**src/rtl/centroid_update_ctrl_pkg.sv**
```systemverilog
// Shared k-means definitions: controller state encoding, colour width and clog2.
package centroid_update_ctrl_pkg;

    localparam int unsigned ColorW = 8;

    typedef enum logic [2:0] {
        IDLE,
        CLEAR,
        WAIT,
        LOAD,
        DIV,
        OUT,
        FINISH
    } state_t;

    function automatic int unsigned clog2(input int unsigned n);
        int unsigned r;
        int unsigned v;
        r = 0;
        v = n - 1;
        while (v > 0) begin
            r++;
            v = v >> 1;
        end
        return r;
    endfunction

endpackage

```
**src/rtl/centroid_update_ctrl_serial.sv**
```systemverilog
// Restoring serial divider: 8-bit quotient, one bit per cycle MSB first, saturating to 255.
module serial_divider
    import centroid_update_ctrl_pkg::*;
#(
    parameter int unsigned DividendW = 26,
    parameter int unsigned DivisorW  = 14
) (
    input  logic                 clk,
    input  logic                 reset,
    input  logic                 start,
    input  logic [DividendW-1:0] dividend,
    input  logic [DivisorW-1:0]  divisor,
    output logic [ColorW-1:0]    quotient,
    output logic                 busy
);

    localparam int unsigned MW   = (DividendW > DivisorW + ColorW) ? DividendW : DivisorW + ColorW;
    localparam int unsigned CntW = clog2(ColorW);
    localparam logic [CntW-1:0] LastStep = CntW'(ColorW - 1);

    logic [MW-1:0]     rem;
    logic [MW-1:0]     dvs;
    logic [ColorW-1:0] quo;
    logic [CntW-1:0]   cnt;
    logic              run;
    logic              sat;
    logic [MW-1:0]     wide_dividend;
    logic [MW-1:0]     wide_limit;

    assign wide_dividend = MW'(dividend);
    assign wide_limit    = MW'(divisor) << ColorW;
    assign quotient      = quo;
    // busy drops during the final step so the controller leaves on the edge the last bit lands
    assign busy          = run && (cnt != LastStep);

    // Load operands on start, then trial-subtract the shifted divisor once per cycle
    always_ff @(posedge clk or negedge reset) begin
        if (!reset) begin
            rem <= '0;
            dvs <= '0;
            quo <= '0;
            cnt <= '0;
            run <= 1'b0;
            sat <= 1'b0;
        end else if (start) begin
            rem <= wide_dividend;
            dvs <= MW'(divisor) << (ColorW - 1);
            sat <= (wide_dividend >= wide_limit);
            quo <= '0;
            cnt <= '0;
            run <= 1'b1;
        end else if (run) begin
            if (sat) begin
                quo <= {quo[ColorW-2:0], 1'b1};
            end else if (rem >= dvs) begin
                rem <= rem - dvs;
                quo <= {quo[ColorW-2:0], 1'b1};
            end else begin
                quo <= {quo[ColorW-2:0], 1'b0};
            end
            dvs <= dvs >> 1;
            cnt <= cnt + 1'b1;
            if (cnt == LastStep) begin
                run <= 1'b0;
            end
        end
    end

endmodule

```
**src/rtl/centroid_update_ctrl.sv**
```systemverilog
// Centroid update controller: walks K clusters, divides reduced colour sums by pixel count.
module centroid_update_ctrl
    import centroid_update_ctrl_pkg::*;
#(
    parameter int unsigned SizeOfAcc     = 24,
    parameter int unsigned SizeOfCount   = 12,
    parameter int unsigned NumOfEngines  = 2,
    parameter int unsigned NumOfClusters = 4
) (
    input  logic                                 clk,
    input  logic                                 reset,
    input  logic                                 start,
    output logic                                 busy,
    output logic                                 done,
    output logic [clog2(NumOfClusters)-1:0]      cluster_sel,
    output logic                                 sum_clear,
    input  logic [SizeOfAcc+NumOfEngines-1:0]    red_sum,
    input  logic [SizeOfAcc+NumOfEngines-1:0]    green_sum,
    input  logic [SizeOfAcc+NumOfEngines-1:0]    blue_sum,
    input  logic [SizeOfCount+NumOfEngines-1:0]  co_sum,
    input  logic                                 sum_done,
    output logic                                 cent_valid,
    input  logic                                 cent_ready,
    output logic [clog2(NumOfClusters)-1:0]      cent_idx,
    output logic [ColorW-1:0]                    cent_red,
    output logic [ColorW-1:0]                    cent_green,
    output logic [ColorW-1:0]                    cent_blue,
    output logic                                 cent_keep
);

    localparam int unsigned SW = SizeOfAcc + NumOfEngines;
    localparam int unsigned CW = SizeOfCount + NumOfEngines;
    localparam int unsigned KW = clog2(NumOfClusters);
    localparam logic [KW-1:0] LastK = KW'(NumOfClusters - 1);

    state_t            state;
    state_t            state_next;
    logic [KW-1:0]     k;
    logic [KW-1:0]     idx_r;
    logic              keep_r;
    logic              valid_r;
    logic [1:0]        rst_sync;
    logic              run_en;
    logic              div_start;
    logic [2:0]        div_busy;
    logic              transfer;
    logic [ColorW-1:0] quo_red;
    logic [ColorW-1:0] quo_green;
    logic [ColorW-1:0] quo_blue;

    assign run_en      = rst_sync[1];
    assign transfer    = valid_r && cent_ready;
    assign cluster_sel = k;
    assign cent_valid  = valid_r;
    assign cent_idx    = idx_r;
    assign cent_keep   = keep_r;
    assign cent_red    = keep_r ? '0 : quo_red;
    assign cent_green  = keep_r ? '0 : quo_green;
    assign cent_blue   = keep_r ? '0 : quo_blue;

    // Reset release synchroniser; assertion still acts asynchronously everywhere
    always_ff @(posedge clk or negedge reset) begin
        if (!reset) begin
            rst_sync <= '0;
        end else begin
            rst_sync <= {rst_sync[0], 1'b1};
        end
    end

    // Next-state and decoded control outputs
    always_comb begin
        state_next = state;
        busy       = (state != IDLE);
        done       = 1'b0;
        sum_clear  = 1'b0;
        div_start  = 1'b0;
        case (state)
            IDLE:   if (start && run_en) state_next = CLEAR;
            CLEAR: begin
                sum_clear  = 1'b1;
                state_next = WAIT;
            end
            WAIT:   if (sum_done) state_next = LOAD;
            LOAD: begin
                if (co_sum == '0) begin
                    state_next = OUT;
                end else begin
                    div_start  = 1'b1;
                    state_next = DIV;
                end
            end
            DIV:    if (div_busy == '0) state_next = OUT;
            OUT:    if (transfer) state_next = (k == LastK) ? FINISH : CLEAR;
            FINISH: begin
                done       = 1'b1;
                state_next = IDLE;
            end
            default: state_next = IDLE;
        endcase
    end

    // State register, cluster counter and registered centroid handshake
    always_ff @(posedge clk or negedge reset) begin
        if (!reset) begin
            state   <= IDLE;
            k       <= '0;
            idx_r   <= '0;
            keep_r  <= 1'b0;
            valid_r <= 1'b0;
        end else begin
            state   <= state_next;
            valid_r <= (state_next == OUT);
            case (state)
                IDLE: k <= '0;
                LOAD: begin
                    idx_r  <= k;
                    keep_r <= (co_sum == '0);
                end
                OUT: if (transfer && k != LastK) k <= k + 1'b1;
                default: ;
            endcase
        end
    end

    serial_divider #(.DividendW(SW), .DivisorW(CW)) u_div_red (
        .clk(clk), .reset(reset), .start(div_start), .dividend(red_sum),
        .divisor(co_sum), .quotient(quo_red), .busy(div_busy[0])
    );

    serial_divider #(.DividendW(SW), .DivisorW(CW)) u_div_green (
        .clk(clk), .reset(reset), .start(div_start), .dividend(green_sum),
        .divisor(co_sum), .quotient(quo_green), .busy(div_busy[1])
    );

    serial_divider #(.DividendW(SW), .DivisorW(CW)) u_div_blue (
        .clk(clk), .reset(reset), .start(div_start), .dividend(blue_sum),
        .divisor(co_sum), .quotient(quo_blue), .busy(div_busy[2])
    );

endmodule

```
**config.mk**
```make
export PLATFORM = sky130hd
export DESIGN_NAME = centroid_update_ctrl
export DESIGN_NICKNAME = d
export VERILOG_FILES = /design/src/rtl/centroid_update_ctrl_pkg.sv /design/src/rtl/centroid_update_ctrl_serial.sv /design/src/rtl/centroid_update_ctrl.sv
export SDC_FILE = /design/constraint.sdc
export NUM_CORES = 1
export LEC_CHECK = 0
export CORE_UTILIZATION = 50
export DETAILED_ROUTE_END_ITERATION = 8
export PLACE_DENSITY = 0.75
export SYNTH_ARGS = -nofsm -noshare
export SYNTH_HDL_FRONTEND = slang
export SYNTH_SLANG_ARGS = --single-unit
export TNS_END_PERCENT = 20
```
**constraint.sdc**
```tcl
create_clock -name clk -period 3.7 [get_ports clk]
set_input_delay 0.37 -clock clk [delete_from_list [all_inputs] [get_ports clk]]
set_output_delay 0.37 -clock clk [all_outputs]
set_load 0.05 [all_outputs]
```
======== After elaboration in Yosys (flattened, before gate mapping) ========
Cells that the tools add are included.
operators by class
  $add $sub $neg .......................... 7
  magnitude comparators ................... 6
  equal/unequal tests ..................... 19
  muxes and demuxes ....................... 61
  reduce and logical (&&, ||, !) cells .... 21
operators by type and width
  operator                                                         number
  26-bit two-way mux                                               18
  26-bit by 22-bit >= comparator with 1-bit output                 3
  26-bit >= comparator                                             3
  26-bit subtractor                                                3
  8-bit two-way mux                                                9
  3-bit two-way mux                                                11
  3-bit == test, second input constant                             7
  1-bit two-way mux                                                20
  3-bit case mux with 6 select lines                               1
  14-bit zero test                                                 1
  2-bit nonzero test                                               7
  2-bit inequality test, second input constant                     5
  3-bit by 1-bit adder with 3-bit output, second input constant    3
  3-bit inequality test, second input constant                     3
  3-bit AND reduction                                              3
  3-bit by 2-bit == test with 1-bit output, second input constant  2
  1-bit logical AND                                                6
  3-bit zero test                                                  2
  2-bit case mux with 2 select lines                               1
  3-bit by 1-bit == test with 1-bit output, second input constant  1
  3-bit nonzero test                                               1
  2-bit by 1-bit adder with 2-bit output, second input constant    1
  2-bit == test, second input constant                             1
  2-bit two-way mux                                                1
  2-bit AND reduction                                              1
storage, ports and cells
  flip-flop bits (word level) ............. 206
  bits of input ports ..................... 97
  output and inout bits ................... 33
  logic and storage cells ................. 138

======== Depth between registers and ports, before layout ========
Gate-level depths: netlist of run 1.
  depth in word-level cells ............... 6
  gate-level depth with buffers ........... 14
  gate-level depth less buffers ........... 12

======== Hierarchy ========
From an unflattened synthesis of run 1, not the netlist that was laid out.
second synthesis, totals
  cell total of the unflattened synthesis .. 1568
  area total of the unflattened synthesis .. 14172.3 um2
modules (own cells, without submodules)
  module                           times used  cells an instance  area each (um2)  seq. area each (um2)
  serial_divider (u_div_blue ...)  2           498                4498.1           1501.4
  serial_divider (u_div_red)       1           486                4393.0           1501.4
  centroid_update_ctrl             1           86                 783.3            275.3

======== Worst setup path after synthesis of run 1 ========
Ideal clock, no wire load.
  path kind ............................... reg2reg
  start point ............................. reg u_div_blue.dvs[18]
  end point ............................... reg u_div_blue.rem[25]
  library setup time ...................... 0.069 ns
  arrival ................................. 2.954 ns
  data required time ...................... 3.631 ns
  setup slack ............................. 0.677 ns
  cell stages (with the launch flop) ...... 12
  path buffers ............................ 1
  period minus slack after synthesis ...... 3.023 ns
  cells stage by stage .................... dfrtp_1 -> inv_1 -> ha_1 -> buf_2 -> nand4_1 -> or4_1 -> o31a_1 -> a211o_1 -> a31o_2 -> a2111oi_4 -> mux2_1 -> nand3_1
on the way
  word-level cells in the longest chain between the ends .. 5
  elaborated cells on any way between the ends .. 8
  classes of those cells .................. add/sub: 1; order compare: 1; mux: 4; reduce/logical: 2
RTL lines
  element                 RTL line                           source
  start, declared         centroid_update_ctrl_serial.sv:22  logic [MW-1:0] dvs;
  start signal, assigned  centroid_update_ctrl_serial.sv:47  dvs <= MW'(divisor) << (ColorW - 1);
  start signal, assigned  centroid_update_ctrl_serial.sv:61  dvs <= dvs >> 1;
  26-bit subtractor       centroid_update_ctrl_serial.sv:56  rem <= rem - dvs;
  26-bit two-way mux      centroid_update_ctrl_serial.sv:55  end else if (rem >= dvs) begin
  26-bit two-way mux      centroid_update_ctrl_serial.sv:53  if (sat) begin
  26-bit two-way mux      centroid_update_ctrl_serial.sv:52  end else if (run) begin
  26-bit two-way mux      centroid_update_ctrl_serial.sv:45  end else if (start) begin
  end signal, assigned    centroid_update_ctrl_serial.sv:46  rem <= wide_dividend;
  end signal, assigned    centroid_update_ctrl_serial.sv:56
  end, declared           centroid_update_ctrl_serial.sv:21  logic [MW-1:0] rem;
Parallel ways exist; a longest one is shown, timed or not. The select of a mux whose other input is x is not followed.
A chain may end at the register's enable or synchronous reset.

======== Worst setup path after layout of run 1 ========
  start point ............................. reg u_div_blue.dvs[17]
  end point ............................... reg u_div_blue.rem[25]
The elaborated chain is that of the path after synthesis.

==> flow_metrics.tcl, run 1 <==
set metrics [dict create \
    status "complete, but fails checks" \
    violations "hold timing" \
    yosys-mux-area-fraction 0.0783 \
    antenna_found_initial 0 \
    synth_xor_area_frac 0.0410 \
    numCtsBuffers 17 \
    die_h_um 165 \
    core-area_sq_mm 0.0260 \
    arrival_ns 3.78 \
    p_total_mw 15.7 \
    powerDensity_mw_per_mm2 1010 \
    slew_headroom 0.414 \
    ys_seq_area_frac 0.361 \
    worst_pin_slew_ns 0.879 \
    port_buffers 129 \
    cts-resized-gates 0 \
    synth-simple-area-share 0.171 \
    synth_warnings 0 \
    fp.dieArea_sq_mm 0.0271 \
    clk_pin_slew_worst_paths_ns 0.08 \
    drive_above_1_share 0.0464 \
    dp.final_hpwl_mm 27.2 \
    htreeDepth 4 \
    slowest_stage "or4_1" \
    ys_seq_elements 191 \
    max_stage_delay_ns 0.57 \
    worstPathRequired_ns 4.09 \
    path_class "reg2reg" \
    cts_tree "built" \
    hold_viol 22 \
    root_buffer "clkbuf_16" \
    fmax_mhz 296 \
    drtAntennaViolNets 0 \
    worstHoldPathType "in2async" \
    fill_cells 2352 \
    nNetsFinal 1837 \
    end_kind "flop" \
    cts_setup_buffers 0 \
    vias_per_cell 5.81 \
    ctsLongestPathBuffers 2 \
    wire_per_inst_um 18.3 \
    synth_nets 1742 \
    ioPinCount 130 \
    syn_avg_cell_area_sq_um 8.65 \
    rows 59 \
    crit_path_start_kind "flop" \
    skew_ns 0.0196 \
    synth-edff-count 0 \
    min_period_over_period 0.914 \
    ys_types 68 \
    synth_top_family_by_area "compound AO/OA/AOI/OAI gates" \
    drt_iter0_drc 908 \
    grt.total_usage 0.273 \
    fin_tns_setup_ns 0 \
    initial_utilization 0.509 \
    dr.pass1.iters 7 \
    clock_latency_ns 0.45 \
    grt_pass1_vias 11000 \
    rsz0062_at_grt "false" \
    areaGrowthSynthToFinish_pct 17.3 \
    place_congestion 0.956 \
    critPathBufInv 1 \
    ys_async_sr_fraction 1.00 \
    postCtsHoldBufs 0 \
    diodes 0 \
    clock-sinks 191 \
    syn_inst 1530 \
    met2_usage 0.434 \
    vias 11500 \
    fin_crit_ns 3.38 \
    gr-usage-met3 0.0442 \
    grt_overflow_total 0 \
    ys.flop_type "dfrtp_1" \
    cp_max_fo 13 \
    max-vdd-ir-drop_v 0.000532 \
    synth-compound-area-share 0.187 \
    critPathTopFamily "compound AO/OA/AOI/OAI gates" \
    drv_slew 0 \
    cap_violations 0 \
    global_route.usage.met1 0.385 \
    crit_chain "inv_1, ha_1, nand4_1, or4_1, o31a_1, a211o_1, a31o_2, a2111oi_4, mux2_1, nand3_1" \
    grt_start_max_net_pins 90 \
    synthAdderAreaFrac 0.110 \
    utilization 0.598 \
    multi_input_area_sq_mm 0.00781 \
    grt_busiest_layer "met2" \
    fp.dieW_um 165 \
    seqCellArea_sq_mm 0.00478 \
    synth_area_sq_mm 0.0132 \
    drcViolationCount 0 \
    whs_ns -0.0308 \
    routed_wl_mm 36.2 \
    grt_pass1_wl_mm 57.4 \
    p_leak_nw 7.00 \
    setup_viol 0 \
]
-- per-stage QoR --
step           setup slack, ns  cells  cell area (sq um)
2_1_floorplan            0.677   1530              13200
3_3_place_gp             0.416   1941              14900
3_5_place_dp             0.330   1941              14900
4_1_cts                  0.316   1973              15500
5_1_grt                  0.137   1973              15500
6_report                 0.317   1973              15500
-- cell usage in the layout, fill, tap and decap left out, types with 13 or more instances in the layout --
cell type        count
inv_1               99
xnor2_1             41
buf_4               15
and3_1              14
a211oi_1            13
nor2b_1             42
xor2_1              21
dfrtp_1            188
a31oi_1             20
a21oi_1            155
mux2i_1             99
nor3_1              24
clkbuf_16           17
o21a_1              15
nand2_1            117
nor4_1              16
a21o_1              26
nand4_1             17
clkdlybuf4s50_1    128
ha_1               112
nor2_1             162
o21ai_0             85
nand3_1             34
o21ai_1             16
-- power by group --
group	total [mW]	switching, mW	leakage, nW	internal (mW)
logic	9.91	5.73	4.43	4.19
registers	3.87	0.783	2.28	3.09
clock network	1.94	0.965	0.301	0.977
total	15.7	7.47	7.00	8.25
-- worst reg2reg max path: cells and delay by family, from the launching register on --
| kind | cells | cell delay (ns) |
|---|---|---|
| DFF | 1 | 0.38 |
| and+or+nand+nor | 3 | 0.84 |
| adders and majority gates | 1 | 0.42 |
| AOI/OAI and AO/OA | 4 | 1.29 |
| buffers and inverters | 1 | 0.05 |
| muxes | 1 | 0.36 |
-- path summary, 6_finish.rpt --
kind,startpoint,to,slack [ns],cells after the start
setup reg to reg,u_div_blue.dvs[17],u_div_blue.rem[25],0.32,10
setup / recovery,u_div_blue.dvs[17],u_div_blue.rem[25],0.32,10
hold reg to reg,rst_sync[0],rst_sync[1],0.36,0
hold / removal,reset,u_div_green.dvs[4],-0.03,1
min in group clk,rst_sync[0],rst_sync[1],0.36,0
max in group asynchronous,reset,u_div_red.quotient[1],2.83,2
-- kinds of logic (layout without fill, tap and decap cells) --
kind of cell             count (synthesis)  in the layout
AO/OA/AOI/OAI                          407            407
XOR/XNOR                                62             62
adder cells (fa/ha/maj)                115            115
buffers and inverters                  174            282
flip-flops                             191            191
multiplexers                           103            103
other                                    1              1
AND/OR/NAND/NOR                        477            477
-- registers in the layout, summed over array words and instances, names as in the netlist, 8 cells and up --
| name | count |
|---|---|
| u_div_blue.dvs | 21 |
| u_div_green.rem | 26 |
| u_div_blue.quotient | 8 |
| u_div_green.quotient | 8 |
| u_div_blue.rem | 26 |
| u_div_green.dvs | 21 |
| u_div_red.quotient | 8 |
| u_div_red.rem | 26 |
| u_div_red.dvs | 21 |
-- per-layer routing --
layer,wire [um],vias up
met3,2300,51
met4,675,0
met5,0,-
li1,-,5627
met1,16700,5460
met2,16500,329
-- Yosys cell counts (3+ instances only) --
cell type	instances	area share
nor3b_1	3	0.0017
buf_1	9	0.0026
xnor2_1	41	0.027
ha_1	112	0.11
o22ai_1	4	0.0019
a211o_1	8	0.0053
a21oi_1	155	0.059
and2_1	4	0.0019
inv_1	99	0.028
o2111ai_1	3	0.0020
nor4_1	16	0.0076
a211oi_1	13	0.0074
nor4b_1	4	0.0026
mux2_2	3	0.0026
nand2_1	117	0.033
o21bai_1	8	0.0045
nor2_1	163	0.046
nand3_1	34	0.013
nand2b_1	12	0.0057
nand4_1	17	0.0080
o31a_1	8	0.0053
dfrtp_1	191	0.36
a21o_1	26	0.015
o21ai_1	17	0.0064
or3_1	8	0.0038
nor2b_1	42	0.020
fa_1	3	0.0045
a2111oi_0	5	0.0033
o31ai_1	5	0.0028
a31oi_1	20	0.0095
xor2_1	21	0.014
or4_1	5	0.0028
a31o_2	6	0.0040
o21ai_0	85	0.032
nor3_1	24	0.0091
o211ai_1	7	0.0040
mux2i_1	99	0.075
and4b_1	3	0.0023
clkbuf_1	61	0.017
and3_1	14	0.0066
and4_1	4	0.0026
o21a_1	15	0.0085
-- layout make-up --
| cell class | count | area share |
|---|---|---|
| clock buffer | 17 | 0.0274 |
| clock inverter | 15 | 0.0123 |
| inverter | 100 | 0.0242 |
| multi-input combinational | 1165 | 0.503 |
| sequential | 191 | 0.308 |
| tap | 335 | 0.0270 |
| timing repair buffer | 150 | 0.0984 |
No activity file was read; power rests on OpenSTA's default activity.
==> run 2, diff against run 1 <==
--- a/config.mk
+++ b/config.mk
@@ -8,6 +8,7 @@
 export CORE_UTILIZATION = 50
 export DETAILED_ROUTE_END_ITERATION = 8
 export PLACE_DENSITY = 0.75
+export SLEW_MARGIN = 20
 export SYNTH_ARGS = -nofsm -noshare
 export SYNTH_HDL_FRONTEND = slang
 export SYNTH_SLANG_ARGS = --single-unit
==> results of run 2 <==
Final layout, timing and power as in run 1 (identical DEF).
==> run 3, diff against run 2 <==
--- a/config.mk
+++ b/config.mk
@@ -11,5 +11,6 @@
 export SLEW_MARGIN = 20
 export SYNTH_ARGS = -nofsm -noshare
 export SYNTH_HDL_FRONTEND = slang
+export SYNTH_HIERARCHICAL = 1
 export SYNTH_SLANG_ARGS = --single-unit
 export TNS_END_PERCENT = 20
==> run 3 against run 2 <==
Compared with the run above: the flow now finishes without violations; fmax up 1.3%; worst hold slack better by 0.034 ns; synthesized cell count up 2.5%; register-to-register slack better by 0.04 ns; non-clock buffer count up 9; via count up 3.3%; final cell count up 4.6%; flip-flop and latch count unchanged; sequential share of layout area down 1.8 points; total power up 3.1%; sequential power down 1%; die area up 7.0%; critical endpoint is now u_div_red/rem[16].
==> flow_metrics.tcl, run 3 <==
set metrics [dict create \
    reg.largest.list "u_div_blue/rem: 26 flops, u_div_green/rem: 26 flops, u_div_red/rem: 26 flops" \
    synth_top_area_frac 0.337 \
    areaGrowthSynthToFinish_pct 16.3 \
    grt_pass1_vias 11500 \
    initial_utilization 0.509 \
    routed_wl_mm 36.7 \
    combPwrFrac 0.648 \
    drive_above_1_share 0.0741 \
    worst_pin_slew_ns 0.880 \
    synth_nets 1780 \
    p_seq_frac 0.235 \
    hold_viol 0 \
    drt_iter0_drc 773 \
    place_congestion 0.903 \
    max-vdd-ir-drop_v 0.000764 \
    crit_path_start_kind "flop" \
    worstPathRequired_ns 3.99 \
    synth-edff-count 0 \
    yosys.cell_count.top_type "dfrtp_1" \
    synth_area_sq_mm 0.0142 \
    drv_slew 0 \
    syn_avg_cell_area_sq_um 9.04 \
    fin_tns_setup_ns 0 \
    fp.dieArea_sq_mm 0.0290 \
    powerDensity_mw_per_mm2 984 \
    syn_inst 1568 \
    end_kind "flop" \
    clock_power_share 0.117 \
    htreeDepth 4 \
    ys_top_cells_by_area "dfrtp_1, ha_1, mux2i_1" \
    grt_pass1_wl_mm 59.5 \
    ctsLongestPathBuffers 2 \
    ys_async_sr_fraction 1.00 \
    worstHoldPathType "in2async" \
    intPower_mw 8.41 \
    numCtsBuffers 17 \
    final_common_cell "dfrtp_1" \
    ys_seq_elements 191 \
    ys_seq_area_frac 0.337 \
    ioPinCount 130 \
    cts-resized-gates 0 \
    cp_max_fo 16 \
    port_buffers 129 \
    arrival_ns 3.63 \
    root_buffer "clkbuf_16" \
    dp.final_hpwl_mm 27.5 \
    whs_ns 0.00320 \
    clk_pin_slew_worst_paths_ns 0.08 \
    die_h_um 170 \
    drtAntennaViolNets 0 \
    fill_cells 2430 \
    clock_latency_ns 0.44 \
    grt_overflow_total 0 \
    synth_warnings 6 \
    skew_ns 0.0128 \
    fin_crit_ns 3.34 \
    utilization 0.592 \
    vias 11900 \
    seqCellArea_sq_mm 0.00478 \
    swShare 0.481 \
    slew_headroom 0.413 \
    ys.flop_type "dfrtp_1" \
    drcViolationCount 0 \
    cap_violations 0 \
    diodes 0 \
    wire_per_inst_um 17.8 \
    grt.total_usage 0.259 \
    status "completed" \
    multi_input_area_sq_mm 0.00861 \
    fp.dieW_um 170 \
    postCtsHoldBufs 0 \
    core-area_sq_mm 0.0279 \
    dr.pass1.iters 6 \
    min_period_over_period 0.902 \
    ys_types 90 \
    p_leak_nw 7.44 \
    rows 61 \
    final_cell_mix "dfrtp_1, nand2_1, mux2i_1" \
    vias_per_cell 5.74 \
    grt_start_max_net_pins 112 \
    p_switching_mw 7.80 \
    yosysTopAreaCell "dfrtp_1" \
    synth_top_cells_by_count "dfrtp_1, nand2_1, mux2i_1" \
    rsz0062_at_grt "false" \
    antenna_found_initial 0 \
    cts_tree "built" \
    nNetsFinal 1886 \
    fmax_mhz 299 \
    path_class "reg2reg" \
    cts_setup_buffers 0 \
    clock-sinks 191 \
    setup_viol 0 \
]
run 3: changes by cell type in the layout (fill, tap and decap cells not counted), sizes merged, moves of 16 or more:
cell / delta
mux2: +26
mux2i: +37
nor2b: +16
a21oi: -74
o21ai: +25
nand2: +40
nor2: -57
inv: +23
run 3: stage by stage:
stage | instance area [sq um] | instances | power [mW] | setup slack [ns]
global route | 16500 | 2064 | 17.5 | 0.191
global placement | 15900 | 2033 | 13.9 | 0.542
floorplan | 14200 | 1568 | 11.8 | 0.988
finish | 16500 | 2064 | 16.2 | 0.361
CTS | 16500 | 2064 | 16.1 | 0.389
detailed placement | 15900 | 2033 | 14.2 | 0.420
run 3: cell type report:
type                       instances  area share
inverter                         123      0.0280
multi-input combinational       1182       0.522
clock inverter                    14      0.0104
clock buffer                      17      0.0258
tap                              378      0.0287
timing repair buffer             159      0.0945
sequential                       191       0.290
run 3: worst paths after layout:
path,startpoint,to,slack [ns],cells after the start
min in group clk,rst_sync[0],rst_sync[1],0.37,0
max in group asynchronous,reset,u_div_blue/run,2.75,2
hold / removal,reset,u_div_red/dvs[1],0.003,1
setup reg to reg,u_div_red/rem[0],u_div_red/rem[16],0.36,12
setup / recovery,u_div_red/rem[0],u_div_red/rem[16],0.36,12
hold reg to reg,rst_sync[0],rst_sync[1],0.37,0
run 3: layer usage:
layer | GRT usage | up-vias | wire length, um
li1 | - | 5761 | -
met1 | 0.357 | 5701 | 17100
met2 | 0.412 | 342 | 16600
met3 | 0.0419 | 47 | 2190
met4 | 0.0901 | 0 | 854
met5 | 0 | - | 0
run 3: logic make-up after synthesis:
group                      count (synthesis)  synth area share
xor gates and xnor gates                  61            0.0377
muxes                                    166             0.120
and+or+nand+nor                          472             0.171
buffers and inverters                    195            0.0556
DFF                                      191             0.337
other                                      1          0.000265
adders and majority gates                115             0.103
AOI/OAI and AO/OA                        367             0.175
run 3: critical path, stage by stage (launching register included):
cell	delay, ns
dfrtp_1	0.34
inv_1	0.05
ha_1	0.22
fa_1	0.42
nor2b_1	0.17
o2111a_1	0.21
o31ai_1	0.11
a21oi_1	0.44
o2111ai_4	0.24
nand2_2	0.44
buf_4	0.24
mux2i_1	0.19
o21ai_0	0.10
run 3: power groups by stage:
| stage | sequential [mW] | clock, mW | combinational (mW) |
|---|---|---|---|
| floorplan | 3.57 | 0 | 8.25 |
| global placement | 3.80 | 0 | 10.1 |
| detailed placement | 3.83 | 0 | 10.3 |
| CTS | 3.81 | 1.93 | 10.4 |
| global route | 3.94 | 2.01 | 11.6 |
| finish | 3.82 | 1.89 | 10.5 |
